--- src/rtl/regfile_write_sched_if.sv ---
// Requester-side handshake and register-file write bus for the write-port scheduler.
interface regfile_write_sched_if #(
  parameter int unsigned NUM_REQ = 4,
  parameter int unsigned ADDR_W  = 5,
  parameter int unsigned DATA_W  = 32
);
  localparam int unsigned ID_W = (NUM_REQ > 1) ? $clog2(NUM_REQ) : 1;

  logic [NUM_REQ-1:0]        req_valid;
  logic [NUM_REQ-1:0]        req_lock;
  logic [NUM_REQ*ADDR_W-1:0] req_addr;
  logic [NUM_REQ*DATA_W-1:0] req_data;
  logic [NUM_REQ-1:0]        req_ready;
  logic                      wr_stall;
  logic [ADDR_W-1:0]         wr_select;
  logic                      wr_enable;
  logic [DATA_W-1:0]         wr_data;
  logic [ID_W-1:0]           grant_id;
  logic                      locked;
  logic [15:0]               write_count;

  modport master (
    output req_valid, req_lock, req_addr, req_data, wr_stall,
    input  req_ready, wr_select, wr_enable, wr_data, grant_id, locked, write_count
  );

  modport slave (
    input  req_valid, req_lock, req_addr, req_data, wr_stall,
    output req_ready, wr_select, wr_enable, wr_data, grant_id, locked, write_count
  );
endinterface

--- src/rtl/regfile_write_sched.sv ---
// Round-robin arbiter for the register file's single write port, with locked
// multi-beat bursts, downstream stall and optional register-0 write suppression.
module regfile_write_sched #(
  parameter int unsigned NUM_REQ      = 4,
  parameter int unsigned ADDR_W       = 5,
  parameter int unsigned DATA_W       = 32,
  parameter bit          ZERO_PROTECT = 1'b1
) (
  input logic                  clk,
  input logic                  reset,
  regfile_write_sched_if.slave bus
);
  localparam int unsigned ID_W = (NUM_REQ > 1) ? $clog2(NUM_REQ) : 1;

  typedef enum logic {S_IDLE, S_LOCKED} state_t;

  state_t              r_state, w_state_nxt;
  logic [ID_W-1:0]     r_prio, w_prio_nxt;
  logic [ID_W-1:0]     r_owner, w_owner_nxt;
  logic [ADDR_W-1:0]   r_wr_select;
  logic                r_wr_enable;
  logic [DATA_W-1:0]   r_wr_data;
  logic [ID_W-1:0]     r_grant_id;
  logic [15:0]         r_write_count;

  logic [NUM_REQ-1:0]  w_ready;
  logic [ID_W-1:0]     w_sel;
  logic [ID_W-1:0]     w_sel_inc;
  logic                w_accept;
  logic                w_found;
  logic [ADDR_W-1:0]   w_addr_arr [NUM_REQ];
  logic [DATA_W-1:0]   w_data_arr [NUM_REQ];

  for (genvar g = 0; g < NUM_REQ; g++) begin : g_unpack
    assign w_addr_arr[g] = bus.req_addr[g*ADDR_W +: ADDR_W];
    assign w_data_arr[g] = bus.req_data[g*DATA_W +: DATA_W];
  end

  assign w_sel_inc = (w_sel == ID_W'(NUM_REQ - 1)) ? '0 : w_sel + ID_W'(1);

  // Grant selection and next-state: round-robin scan in IDLE, owner-only in LOCKED.
  always_comb begin
    int unsigned idx;
    idx         = 0;
    w_ready     = '0;
    w_found     = 1'b0;
    w_sel       = r_prio;
    w_state_nxt = r_state;
    w_prio_nxt  = r_prio;
    w_owner_nxt = r_owner;

    if (!reset && !bus.wr_stall) begin
      if (r_state == S_LOCKED) begin
        w_sel            = r_owner;
        w_ready[r_owner] = bus.req_valid[r_owner];
      end else begin
        for (int k = 0; k < NUM_REQ; k++) begin
          idx = 32'(r_prio) + 32'(k);
          if (idx >= NUM_REQ) idx = idx - NUM_REQ;
          if (!w_found && bus.req_valid[ID_W'(idx)]) begin
            w_found              = 1'b1;
            w_sel                = ID_W'(idx);
            w_ready[ID_W'(idx)]  = 1'b1;
          end
        end
      end
    end

    w_accept = |(w_ready & bus.req_valid);

    if (w_accept) begin
      if (bus.req_lock[w_sel]) begin
        w_state_nxt = S_LOCKED;
        w_owner_nxt = w_sel;
      end else begin
        w_state_nxt = S_IDLE;
        w_prio_nxt  = w_sel_inc;
      end
    end
  end

  always_ff @(posedge clk) begin
    if (reset) begin
      r_state <= S_IDLE;
      r_prio  <= '0;
      r_owner <= '0;
    end else begin
      r_state <= w_state_nxt;
      r_prio  <= w_prio_nxt;
      r_owner <= w_owner_nxt;
    end
  end

  // Output stage: one write pulse per accepted beat; commit counter trails it by a cycle.
  always_ff @(posedge clk) begin
    if (reset) begin
      r_wr_select   <= '0;
      r_wr_enable   <= 1'b0;
      r_wr_data     <= '0;
      r_grant_id    <= '0;
      r_write_count <= '0;
    end else begin
      r_wr_enable <= 1'b0;
      if (w_accept) begin
        r_wr_select <= w_addr_arr[w_sel];
        r_wr_data   <= w_data_arr[w_sel];
        r_grant_id  <= w_sel;
        r_wr_enable <= !(ZERO_PROTECT && (w_addr_arr[w_sel] == '0));
      end
      if (r_wr_enable) r_write_count <= r_write_count + 16'd1;
    end
  end

  assign bus.req_ready   = w_ready;
  assign bus.wr_select   = r_wr_select;
  assign bus.wr_enable   = r_wr_enable;
  assign bus.wr_data     = r_wr_data;
  assign bus.grant_id    = r_grant_id;
  assign bus.locked      = (r_state == S_LOCKED);
  assign bus.write_count = r_write_count;
endmodule
--- src/flat_wrapper.sv ---
// flat-port wrapper written by rule: the top's interface ports become plain ports
module regfile_write_sched_flat 
#(
  parameter int unsigned NUM_REQ      = 4,
  parameter int unsigned ADDR_W       = 5,
  parameter int unsigned DATA_W       = 32,
  parameter bit          ZERO_PROTECT = 1'b1
)
  (clk, reset, bus_req_valid, bus_req_lock, bus_req_addr, bus_req_data, bus_wr_stall, bus_req_ready, bus_wr_select, bus_wr_enable, bus_wr_data, bus_grant_id, bus_locked, bus_write_count);
  regfile_write_sched_if #(.NUM_REQ(NUM_REQ), .ADDR_W(ADDR_W), .DATA_W(DATA_W)) bus_i ();
  input logic clk;
  input logic reset;
  input wire logic [$bits(bus_i.req_valid)-1:0] bus_req_valid;
  input wire logic [$bits(bus_i.req_lock)-1:0] bus_req_lock;
  input wire logic [$bits(bus_i.req_addr)-1:0] bus_req_addr;
  input wire logic [$bits(bus_i.req_data)-1:0] bus_req_data;
  input wire logic [$bits(bus_i.wr_stall)-1:0] bus_wr_stall;
  output wire logic [$bits(bus_i.req_ready)-1:0] bus_req_ready;
  output wire logic [$bits(bus_i.wr_select)-1:0] bus_wr_select;
  output wire logic [$bits(bus_i.wr_enable)-1:0] bus_wr_enable;
  output wire logic [$bits(bus_i.wr_data)-1:0] bus_wr_data;
  output wire logic [$bits(bus_i.grant_id)-1:0] bus_grant_id;
  output wire logic [$bits(bus_i.locked)-1:0] bus_locked;
  output wire logic [$bits(bus_i.write_count)-1:0] bus_write_count;
  assign bus_i.req_valid = bus_req_valid;
  assign bus_i.req_lock = bus_req_lock;
  assign bus_i.req_addr = bus_req_addr;
  assign bus_i.req_data = bus_req_data;
  assign bus_i.wr_stall = bus_wr_stall;
  assign bus_req_ready = bus_i.req_ready;
  assign bus_wr_select = bus_i.wr_select;
  assign bus_wr_enable = bus_i.wr_enable;
  assign bus_wr_data = bus_i.wr_data;
  assign bus_grant_id = bus_i.grant_id;
  assign bus_locked = bus_i.locked;
  assign bus_write_count = bus_i.write_count;
  regfile_write_sched #(.NUM_REQ(NUM_REQ), .ADDR_W(ADDR_W), .DATA_W(DATA_W), .ZERO_PROTECT(ZERO_PROTECT)) u_core (.clk(clk), .reset(reset), .bus(bus_i));
endmodule
--- config.mk ---
export PLATFORM = sky130hd
export DESIGN_NAME = regfile_write_sched_flat
export DESIGN_NICKNAME = d
export VERILOG_FILES = /design/src/rtl/regfile_write_sched_if.sv /design/src/rtl/regfile_write_sched.sv /design/src/flat_wrapper.sv
export SDC_FILE = /design/constraint.sdc
export NUM_CORES = 1
export LEC_CHECK = 0
export CAP_MARGIN = 20
export CORE_ASPECT_RATIO = 2
export CORE_UTILIZATION = 30
export CTS_CLUSTER_DIAMETER = 40
export DETAILED_ROUTE_END_ITERATION = 10
export GPL_TIMING_DRIVEN = 0
export PLACE_DENSITY_LB_ADDON = 0.12
export SLEW_MARGIN = 20
export SYNTH_ARGS = -nofsm -noshare
export SYNTH_HDL_FRONTEND = slang
export SYNTH_SLANG_ARGS = --single-unit
export TNS_END_PERCENT = 1
--- constraint.sdc ---
create_clock -name clk -period 5.3 [get_ports clk]
set_input_delay 1.06 -clock clk [delete_from_list [all_inputs] [get_ports clk]]
set_output_delay 1.06 -clock clk [all_outputs]
set_load 0.03 [all_outputs]
Yosys cells after proc, flatten, opt, wreduce, memory -nomap -nowiden
Cells that the tools add are included.
{ "word_totals": {"ff_bits": 61, "input_bits": 159, "out_inout_bits": 61, "elab_cells": 131} }
{ "op_classes": {"addsub": 9, "n_lt_le_gt_ge": 16, "n_eq_ne": 1, "mux": 69, "n_bitwise": 8, "reduce_logical": 20} }
{ "op_table": {"columns": ["operator", "n"], "rows": [
  ["$bmux W32 S2", 1],
  ["$mux W32", 2],
  ["$mux W4", 12],
  ["$mux W2", 19],
  ["$mux W1", 21],
  ["$lt A2 B3 Y1 const B", 6],
  ["$add A16 B1 Y16 const B", 1],
  ["$bmux W1 S2", 6],
  ["$ge A3 B3 Y1 const B", 4],
  ["$or A4 B4 Y4", 3],
  ["$bmux W5 S2", 1],
  ["$demux W1 S2", 5],
  ["$ge A2 B1 Y1 const B", 5],
  ["$mux W5", 2],
  ["$logic_and A1 B1 Y1", 9],
  ["$and A4 B4 Y4", 2],
  ["$sub A2 B1 Y2 const B", 4],
  ["$add A2 B2 Y3 const B", 2],
  ["$logic_not A1 Y1", 6],
  ["$logic_not A5 Y1", 1],
  ["$reduce_and A2 Y1", 2],
  ["$reduce_or A4 Y1", 1],
  ["$add A2 B1 Y3 const B", 1],
  ["$ge A2 B3 Y1 const B", 1],
  ["other kinds (5)", 6]
]} }

Logic depth before layout (Yosys ltp)
Gate-level depths: netlist (run 1).
{ "logic_depth": {"word_depth": 30, "depth_mapped": 14, "ltp_nobuf": 10} }

Least setup slack after synthesis (run 1)
Ideal clock, no wire load.
{ "synth_path": {"kind": "register -> output", "start": "register u_core.r_prio[0]", "end": "output port bus_req_ready[2]", "arrival_time_ps": 3021, "required_time_ps": 4240, "setup_slack_ps": 1219, "stages_incl_launch_ff": 9, "n_path_buf": 2, "cell_sequence": "dfxtp_1 > buf_2 > inv_1 > ha_1 > buf_6 > or3b_1 > a2111oi_2 > o21ai_0 > a311oi_1"} }
{ "synth_between": {"elab_chain_cells": 24, "elab_cells_between_ends": 81, "classes_between": "7 x add/sub; 12 x order compare; 49 x mux; 3 x bitwise; 10 x reduce/logical"} }
{ "synth_rtl": {"columns": ["item", "line_no", "rtl"], "rows": [
  ["from (decl)", "regfile_write_sched.sv:18", "logic [ID_W-1:0] r_prio, w_prio_nxt;"],
  ["from (signal assigned)", "regfile_write_sched.sv:89", "r_prio <= w_prio_nxt;"],
  ["parallel branches: the longest is 21 deep, another holds $ge A2 B3 Y1", null, null],
  ["$mux W4 *", "regfile_write_sched.sv:60", "if (!w_found && bus.req_valid[ID_W'(idx)]) begin"],
  ["$mux W4 *", "regfile_write_sched.sv:53", "if (r_state == S_LOCKED) begin"],
  ["$mux W4 *", "regfile_write_sched.sv:52", "if (!reset && !bus.wr_stall) begin"],
  ["to (decl)", "flat_wrapper.sv:18", "output wire logic [$bits(bus_i.req_ready)-1:0] bus_req_ready;"]
]} }
Every way passes the cells marked *. The select of a mux whose other input is x is not followed.

Final worst setup path (run 1)
{ "layout_path": {"start": "register u_core.r_prio[0]", "end": "output port bus_req_ready[0]"} }
The elaborated chain is that of the path after synthesis.

==> results by group, run 1 <==
Run status
  • Status: finished, final reports clean

Worst setup path
  • Slowest library cell on the worst path: clkdlybuf4s50_1
  • Crit path buffers/inverters: 4
  • CP startpoint: u_core.r_prio[0]
  • Critical setup path kind: reg2out
  • CP top delay family: buffers and inverters
  • R2R Path End: u_core.bus.wr_data[10]
  • FF-to-FF path depth: 14
  • Reg2reg start: u_core.r_prio[0]
  • Critical-path cell list: buf_2, inv_1, ha_1, buf_6, or3b_1, a2111oi_2, o21ai_0, a31oi_1, clkdlybuf4s50_1
  • Nature of the critical path endpoint: output port
  • CP required: between 4000 and 5000 ps
  • Reg-to-reg setup timing slack: approximately 960 ps
  • Worst path max stage delay: 710 ps
  • Critical Path AT: 3940 ps
  • CP endpoint: bus_req_ready[0]
  • CP Max Fanout: 10
  • Crit path launch type: flop
  • Critical Path Stages: 9

Cells and area
  • Filler-free cell count of the finished design: 962
  • Filler instances: about 1400
  • Share of cells above drive strength 1: 6.82%
  • Nets@finish: 970
  • P&R area growth vs syn: 64.5%
  • # diodes: 0

Yosys
  • Post-synth top cells: nand2_1, nand3_1, dfxtp_1, and3_1, a31o_1
  • Syn Inst Count: roughly 570
  • Fraction of registers with async set/reset: 0%
  • Syn. warnings: 0
  • Area leader, netlist: dfxtp_1
  • Post-synth top area share: between 20 and 30%
  • Post-Syn Area per Cell: 7.27 um2
  • EDFF count, synth: 0
  • Top FF cell, synth: dfxtp_1
  • Syn nets: 740
  • Area contributors post-synth: dfxtp_1, nand2_1, nand3_1, a31o_1, and3_1
  • Post-synthesis cell type count: 52
  • Count leader, synth: nand2_1
  • Synthesis-stage register bit count: 61
  • Post-synthesis sequential area ratio: between 20% and 30%
  • Cell Area, Synth: 4160 um2

CTS
  • Clk slew on worst S/H paths: ~50 ps
  • Setup Buffers After CTS: 0
  • Clk sink count: 61
  • H-tree depth: 3
  • CTS tree: built
  • Clock Latency Late Sink: approximately 330 ps
  • Root buffer cell: clkbuf_16
  • Num CTS Buffers: 9
  • Clk buf depth: 2

Drt
  • DR WL/cell: around 18 um
  • DR vias/cell: 5.25
  • Aggregate routed wire length: about 17000 um
  • Drc violations: 0
  • Vias: ~5000
  • Drt first pass iters: 5
  • 1st-iter DRT viols: about 240
  • Final ANT Viol Nets: 0

STA
  • Minimum clock period: 5000 ps
  • Max Slew Vio Count: 0
  • Final Skew: between 8 and 9 ps
  • Worst slew pin tran: roughly 700 ps
  • Tcrit/Tclk final: between 90% and 100%
  • Setup violators final: 0
  • Normalized max-slew margin: between 50% and 60%
  • Hold_ws: a little over 500 ps
  • Unrepaired setup endpoints after global routing: no
  • Final setup TNS: 0 ps
  • F_max: around 200 MHz
  • Hold Vio Cnt, Final: 0

Floorplan
  • Top Ports: between 200 and 250
  • Core ar.: 13500 um2
  • DIE HEIGHT: ~170 um
  • Starting Density: a little under a third
  • Row count: 60
  • Die width: around 85 um
  • Die area: roughly 14000 um2

Run
  • Max-cap violations: 0

Global routing
  • Grt total ovfl: 0
  • Vias in the first global route: ~5200
  • First-pass GRT wire length: 26800 um
  • GRT Util Overall: 23.9%
  • Largest net degree at the start of global routing: 13
  • Initial antenna violation count: 0

Pwr
  • Pwr dens: 324 nW/um2
  • Leakage Power: around 2.9 nW
  • Pwr Total: 2.22 mW
  • Peak VDD IR: around 0.18 mV

Place
  • GP Congestion: between 0.8 and 0.9
  • Dpl hpwl: 13700 um
  • Placed insts: ~950
  • Port bufs: approximately 220

Worst hold path
  • HP Class: reg2reg
## timing repair
item | 4_1_cts | 5_1_grt
resized for setup | 0 | 2
hold buffers | 0 | 0
setup endpoints to repair | 0 | 2
## sequential cells by signal, summed over array words and instances, names as in the netlist
register                count
u_core.bus.wr_data         32
u_core.bus.write_count     16
u_core.bus.wr_select        5
u_core.bus.grant_id         2
u_core.r_owner              2
u_core.r_prio               2
u_core.bus.locked           1
u_core.bus.wr_enable        1
## per-stage QoR
stage	cell area [um2]	worst slack, ps	util (%)
4_1_cts	6840	140	50.6
6_report	6850	303	50.7
3_5_place_dp	6550	425	48.4
5_1_grt	6850	137	50.7
2_1_floorplan	4160	1220	-
3_3_place_gp	6550	445	48.4
## power breakdown
group / total [mW] / switching [mW] / internal [mW] / leakage [nW]
clock: 0.578 / 0.231 / 0.347 / 0.139
combinational: 1.05 / 0.595 / 0.459 / 2.23
sequential: 0.585 / 0.0468 / 0.539 / 0.497
## cells by family after synthesis
family	synth area share, %
AND/OR/NAND/NOR	36.2
AO/OA/AOI/OAI	18.5
flip-flops	29.4
buffers and inverters	6.68
XOR/XNOR	2.74
multiplexers	3.82
adder cells (fa/ha/maj)	2.71
## worst min path at each step
stage	slack, ps	end	cells past startpoint	start
6_report	510	u_core.bus.write_count[7]	2	u_core.bus.write_count[7]
5_1_grt	550	u_core.bus.grant_id[1]	2	u_core.bus.grant_id[1]
2_1_floorplan	490	u_core.r_owner[1]	2	u_core.r_owner[1]
3_3_place_gp	480	u_core.bus.write_count[5]	2	u_core.bus.write_count[5]
4_1_cts	510	u_core.bus.write_count[7]	2	u_core.bus.write_count[7]
3_5_place_dp	500	u_core.bus.write_count[7]	2	u_core.bus.write_count[7]
## tightest hold or removal path: cells and delay by family (launching register included)
| kind | cells | cell delay (ps) |
|---|---|---|
| DFF | 1 | 320 |
| AOI/OAI and AO/OA | 2 | 130 |
## placed cells by master, fill, tap and decap left out, drive strengths merged, types with 4 or more instances in the layout
master,instances
a31oi,6
and3,44
dfxtp,61
xor2,10
a31o,34
clkbuf,25
nand3,76
inv,9
ha,9
nor2b,4
clkdlybuf4s50,217
buf,33
o21ai,14
nand2,162
a21oi,13
mux2i,8
nor2,20
or3,4
a211oi,8
nor3,4
## layer usage
layer / vias up / share of wire (%) / global-route usage [%]
met2: 195 / 56 / 47.1
met1: 2345 / 34 / 22.4
met5: - / 0 / 0
met3: 36 / 6.6 / 6.34
met4: 0 / 3.6 / 10.6
li1: 2470 / - / -
## cell type report
cell class                      count  area, um2  area share, %
Sequential cell                    61       1220           17.8
Clock inverter                      5       41.3          0.603
Clock buffer                       11        253           3.69
Multi-Input combinational cell    458       2660           38.9
Inverter                            6       22.5          0.329
Tap cell                          155        194           2.83
Timing Repair Buffer              219       2200           32.1
Buffer                             47        255           3.73
No activity file was read; power rests on OpenSTA's default activity.
==> inputs of run 2 (changes only) <==
Settings changed: CORE_UTILIZATION 30 to 40.
Clock period 5.3 ns to 5.73 ns, I/O delays scaled along.
==> run 2 against run 1 <==
  * Combinational power shrank 6%
  * Register-to-register slack improved by 390 ps
  * Clock skew increased by 6.1 ps
  * Worst setup slack better by 160 ps
  * Critical path depth grew 1
  * Count of clock-buffer cells in the layout up 1
  * Hold slack gained 4.9 ps
  * Critical path type unchanged
  * Critical endpoint is now bus_req_ready[3]
  * Largest cell class unchanged
  * Largest power group unchanged
==> results by group, run 2 (synthesis results as in run 1) <==
STA
  • Final worst slack: 467 ps (was 303 ps)
  • Worst slew pin tran: 669 ps (was 700 ps)
  • Tcrit/Tclk final: 91.9%
  • Setup violators final: 0 (unchanged)
  • Minimum clock period: 5260 ps
  • Normalized max-slew margin: 55.4% (was 53.3%)
  • Unrepaired setup endpoints after global routing: no (unchanged)
  • Final setup TNS: 0 ps (unchanged)
  • Hold Vio Cnt, Final: 0 (unchanged)
  • F_max: about 190 MHz
  • Final Skew: 15.1 ps (was 8.98 ps)
  • Max Slew Vio Count: 0 (unchanged)

Global routing
  • Initial antenna violation count: 0 (unchanged)
  • Largest net degree at the start of global routing: 11 (was 13)
  • Grt total ovfl: 0 (unchanged)
  • GRT Util Overall: 31.6% (was 23.9%)
  • First-pass GRT wire length: 25800 um (was 26800 um)
  • Vias in the first global route: 5273 (was 5231)

Cells and area
  • Share of cells above drive strength 1: 6.70% (was 6.82%)
  • P&R area growth vs syn: 64.8% (was 64.5%)
  • Nets@finish: 970 (unchanged)
  • Filler instances: 882 (was 1372)
  • # diodes: 0 (unchanged)
  • Most frequent cells in the layout: clkdlybuf4s50_1, nand2_1, nand3_1 (unchanged)
  • Most common cell after layout, fill and taps aside: clkdlybuf4s50_1 (unchanged)
  • Max FFs per register: 32 (unchanged)
  • Post-route design area: 6860 um2 (was 6850 um2)

Worst setup path
  • Crit path launch type: flop (unchanged)
  • Critical Path AT: 4120 ps (was 3940 ps)
  • Critical setup path kind: reg2out (unchanged)
  • Worst path max stage delay: 750 ps (was 710 ps)
  • Nature of the critical path endpoint: output port (unchanged)
  • CP Max Fanout: 10 (unchanged)
  • CP required: 4580 ps (was 4240 ps)
  • Reg2reg start: u_core.r_prio[0] (unchanged)
  • Reg-to-reg setup timing slack: 1350 ps (was 960 ps)
  • CP top delay family: buffers and inverters (unchanged)
  • Crit path buffers/inverters: 4 (unchanged)
  • R2R Path End: u_core.bus.wr_data[9] (was u_core.bus.wr_data[10])
  • Slowest library cell on the worst path: clkdlybuf4s50_1 (unchanged)
  • Critical-path cell list: buf_2, inv_1, ha_1, buf_6, or3b_1, a2111o_1, nand2_1, a21oi_1, a211oi_2, clkdlybuf4s50_1 (was buf_2, inv_1, ha_1, buf_6, or3b_1, a2111oi_2, o21ai_0, a31oi_1, clkdlybuf4s50_1)
  • FF-to-FF path depth: 13 (was 14)

Run
  • Max-cap violations: 0 (unchanged)

Worst hold path
  • HP Class: reg2reg (unchanged)
  • Hold-critical path depth: 2 (unchanged)
  • Critical hold path startpoint: u_core.bus.write_count[5] (was u_core.bus.write_count[7])
  • Min-Delay Endpoint: u_core.bus.write_count[5] (was u_core.bus.write_count[7])

Drt
  • DR vias/cell: 5.54 (was 5.25)
  • Drt first pass iters: 8 (was 5)
  • Aggregate routed wire length: 17200 um (was 16900 um)
  • Drc violations: 0 (unchanged)
  • DR WL/cell: 18.3 um (was 17.6 um)
  • Vias: 5211 (was 5046)
  • Final ANT Viol Nets: 0 (unchanged)
  • 1st-iter DRT viols: 392 (was 239)

CTS
  • Num CTS Buffers: 9 (unchanged)
  • Cts hold-fix bufs: 0 (unchanged)
  • CTS tree: built (unchanged)
  • H-tree depth: 3 (unchanged)
  • Root buffer cell: clkbuf_16 (unchanged)
  • Clk buf depth: 2 (unchanged)
  • Clock Latency Late Sink: 340 ps (was 330 ps)
  • Clk sink count: 61 (unchanged)
  • CTS resizes: 0 (unchanged)
  • Setup Buffers After CTS: 0 (unchanged)
  • Clk slew on worst S/H paths: 50 ps (about the same)

Place
  • Placed Area: 6520 um2 (was 6550 um2)
  • Dpl hpwl: 13500 um (was 13700 um)
  • Port bufs: 219 (unchanged)
  • GP Congestion: 0.907 (was 0.888)
  • Setup WS pre-CTS: 696 ps (was 425 ps)

Pwr
  • Pwr dens: 313 nW/um2 (was 324 nW/um2)
  • Peak VDD IR: 0.186 mV (was 0.183 mV)
  • Leakage Power: 2.85 nW (was 2.87 nW)

Floorplan
  • Die width: 74.1 um (was 85.3 um)
  • DIE HEIGHT: 146 um (was 169 um)
  • Die area: 10800 um2 (was 14400 um2)
  • Top Ports: 220 (unchanged)
  • Starting Density: 41.3% (was 30.8%)
  • Row count: 52 (was 60)
  • Core ar.: 10100 um2 (was 13500 um2)

Run status
  • Status: finished, final reports clean (unchanged)
## run 2: cell types whose count changed in the layout (fill, tap and decap cells not counted)
cell	previous run	this run
inv_6	3	0
bufinv_16	0	2
clkdlybuf4s50_1	217	219
dlymetal6s2s_1	2	0
clkbuf_8	2	3
clkinvlp_4	2	1
## run 2: final cells by class
type,count,area (um2),share of cell area [%]
multi-input combinational,458,2660,38.8
timing repair buffer,219,2190,32.0
sequential,61,1220,17.8
clock buffer,12,267,3.89
buffer,47,255,3.72
tap,135,169,2.46
clock inverter,3,67.6,0.986
inverter,6,22.5,0.329
## run 2: worst reg2reg max path, cell delays in order, from the launching register on
cell	delay [ps]
dfxtp_1	520
buf_2	310
inv_1	200
ha_1	340
buf_6	140
or3b_1	410
a2111o_1	500
o211a_1	180
o211ai_1	460
buf_2	320
buf_1	540
nand2_1	130
nand3_1	110
a31o_1	150
## run 2: where the power goes
part / switching (mW) / internal (mW)
logic: 0.557 / 0.425
clock network: 0.204 / 0.414
registers: 0.0451 / 0.498
## run 2: worst max-delay path by stage
stage | start | endpoint | slack (ps) | depth (start not counted)
2_1_floorplan | u_core.r_prio[0] | bus_req_ready[2] | 1560 | 8
3_3_place_gp | bus_req_valid[3] | bus_req_ready[2] | 680 | 6
3_5_place_dp | bus_req_valid[1] | bus_req_ready[3] | 700 | 7
4_1_cts | u_core.r_prio[0] | bus_req_ready[3] | 510 | 10
5_1_grt | u_core.r_prio[0] | bus_req_ready[3] | 300 | 10
6_report | u_core.r_prio[0] | bus_req_ready[3] | 470 | 10
## run 2: routing by layer
metal | GRT usage, % | wire length [um] | vias to the layer above
li1 | - | - | 2481
met1 | 31.0 | 6020 | 2430
met2 | 59.1 | 9420 | 240
met3 | 5.18 | 962 | 60
met4 | 17.6 | 814 | 0
met5 | 0 | 0 | -
## run 2: through the flow
stage	instances	hold WS (ps)	utilization [%]	power (mW)
6_report	941	512	68.0	2.14
5_1_grt	941	519	68.0	2.23
4_1_cts	941	504	68.0	2.14
3_5_place_dp	926	493	64.7	1.53
3_3_place_gp	926	482	64.7	1.51
2_1_floorplan	572	485	-	1.11
==> RTL change (settings of run 2) <==
`NUM_REQ` is set to 4 in 3 places; all go to 2.
--- a/src/rtl/regfile_write_sched_if.sv
+++ b/src/rtl/regfile_write_sched_if.sv
@@ -1,5 +1,5 @@
 // Requester-side handshake and register-file write bus for the write-port scheduler.
 interface regfile_write_sched_if #(
-  parameter int unsigned NUM_REQ = 4,
+  parameter int unsigned NUM_REQ = 2,
   parameter int unsigned ADDR_W  = 5,
   parameter int unsigned DATA_W  = 32
--- a/src/rtl/regfile_write_sched.sv
+++ b/src/rtl/regfile_write_sched.sv
@@ -2,5 +2,5 @@
 // multi-beat bursts, downstream stall and optional register-0 write suppression.
 module regfile_write_sched #(
-  parameter int unsigned NUM_REQ      = 4,
+  parameter int unsigned NUM_REQ      = 2,
   parameter int unsigned ADDR_W       = 5,
   parameter int unsigned DATA_W       = 32,
--- a/src/flat_wrapper.sv
+++ b/src/flat_wrapper.sv
@@ -2,5 +2,5 @@
 module regfile_write_sched_flat 
 #(
-  parameter int unsigned NUM_REQ      = 4,
+  parameter int unsigned NUM_REQ      = 2,
   parameter int unsigned ADDR_W       = 5,
   parameter int unsigned DATA_W       = 32,
Ports: changed (6 resized); port bits go from 220 to 139. No check against the original RTL was run, so the function may have changed too.
==> RTL change against run 2 <==
Sequential cell count is 3 lower. Cell count decreased by 45%. Setup slack improved by 1.3 ns. Routed wire length is 57% lower. Non-clock buffer count down 110. Area after synthesis decreased by 37%. Power decreased by 37%. First-iteration DRC count fell by 77%. Cell area shrank 37%. Critical path type is now in -> out. Critical endpoint is now bus_req_ready[0].
==> RTL change: results (changes against run 2) <==
.. list-table::
   :header-rows: 1

   * - Metric
     - Value
   * - Outcome
     - completed (unchanged)
   * - Wire length on met2
     - 4.18 mm (was 9.42 mm)
   * - Avg Cell Area, Syn
     - 9.24 um^2 (was 7.27 um^2)
   * - Pwr dens
     - 313 nW/um^2 (about the same)
   * - Biggest cell delay along the critical path
     - 0.68 ns (was 0.75 ns)
   * - Number of DRC markers after the initial detailed-route iteration
     - 90 (was 392)
   * - Total number of multi-input combinational cells
     - 201 (was 458)
   * - Arrival time worst endpoint
     - 2.81 ns (was 4.12 ns)
   * - Slew headroom
     - 0.667 (was 0.554)
   * - Count of port buffers added during placement
     - 137 (was 219)
   * - Flops & latches, synth
     - 58 (was 61)
   * - WL per Instance
     - 14.1 um (was 18.3 um)
   * - Crit path max fanout
     - 4 (was 10)
   * - Layout filler cell count
     - 527 (was 882)
   * - Beginning of the critical path
     - bus_wr_stall (was u_core.r_prio[0])
   * - Post-synthesis net count
     - 364 (was 740)
   * - GR Util met1
     - 0.209 (was 0.310)
   * - Clock network area share
     - 0.0599 (was 0.0487)
   * - Multi-input gate share of total cell area
     - 0.303 (was 0.388)
   * - DP Area
     - 4090 um^2 (was 6520 um^2)
   * - Signal buf overhead
     - 0.342 (was 0.357)
   * - Post-place setup slack
     - 1.76 ns (was 0.696 ns)
   * - Iteration count of the initial detailed-routing pass
     - 4 (was 8)
   * - Cell variety after synth
     - 37 (was 52)
   * - Total routed wire length on the met1 layer
     - 2.57 mm (was 6.02 mm)
   * - Top cells by count, synth
     - sky130_fd_sc_hd__dfxtp_1 (58), sky130_fd_sc_hd__mux2i_1 (41), sky130_fd_sc_hd__nand3_1 (35), sky130_fd_sc_hd__o21ai_0 (35), sky130_fd_sc_hd__nor2_1 (27) (was sky130_fd_sc_hd__nand2_1 (162), sky130_fd_sc_hd__nand3_1 (76), sky130_fd_sc_hd__dfxtp_1 (61))
   * - Met3 Resource Use GR
     - 0.0476 (was 0.0518)
   * - Seq/total area
     - 0.267 (was 0.178)
   * - Cell Rows
     - 41 (was 52)
   * - Global routing usage on met2
     - 0.446 (was 0.591)
   * - Bufs w/o clock
     - 156 (was 266)
   * - Share of cells above drive strength 1
     - 0.0463 (was 0.0670)
   * - Number of instances in the placed design
     - 505 (was 926)
   * - Global-route wire length before repair
     - 11.7 mm (was 25.8 mm)
-- RTL change: cells by family (layout without fill, tap and decap cells) --
family / Yosys count / after routing / synth area share
and+or+nand+nor: 91 / 91 / 0.170
DFF: 58 / 58 / 0.446
AOI/OAI and AO/OA: 54 / 54 / 0.126
muxes: 41 / 41 / 0.157
buffers and inverters: 23 / 173 / 0.0494
xor gates and xnor gates: 14 / 14 / 0.0470
adders and majority gates: 1 / 1 / 0.00480
-- RTL change: report_power, final --
part / switching [uW] / internal, uW
Sequential: 21.9 / 441
Clock: 162 / 307
Combinational: 213 / 214
-- RTL change: final timing paths --
path / cells past startpoint / endpoint / slack [ns]
min reg2reg: 2 / u_core.bus.wr_data[31] / 0.47
min: 2 / u_core.bus.wr_data[31] / 0.47
max reg2reg: 6 / u_core.bus.wr_data[28] / 3.82
max: 4 / bus_req_ready[0] / 1.77
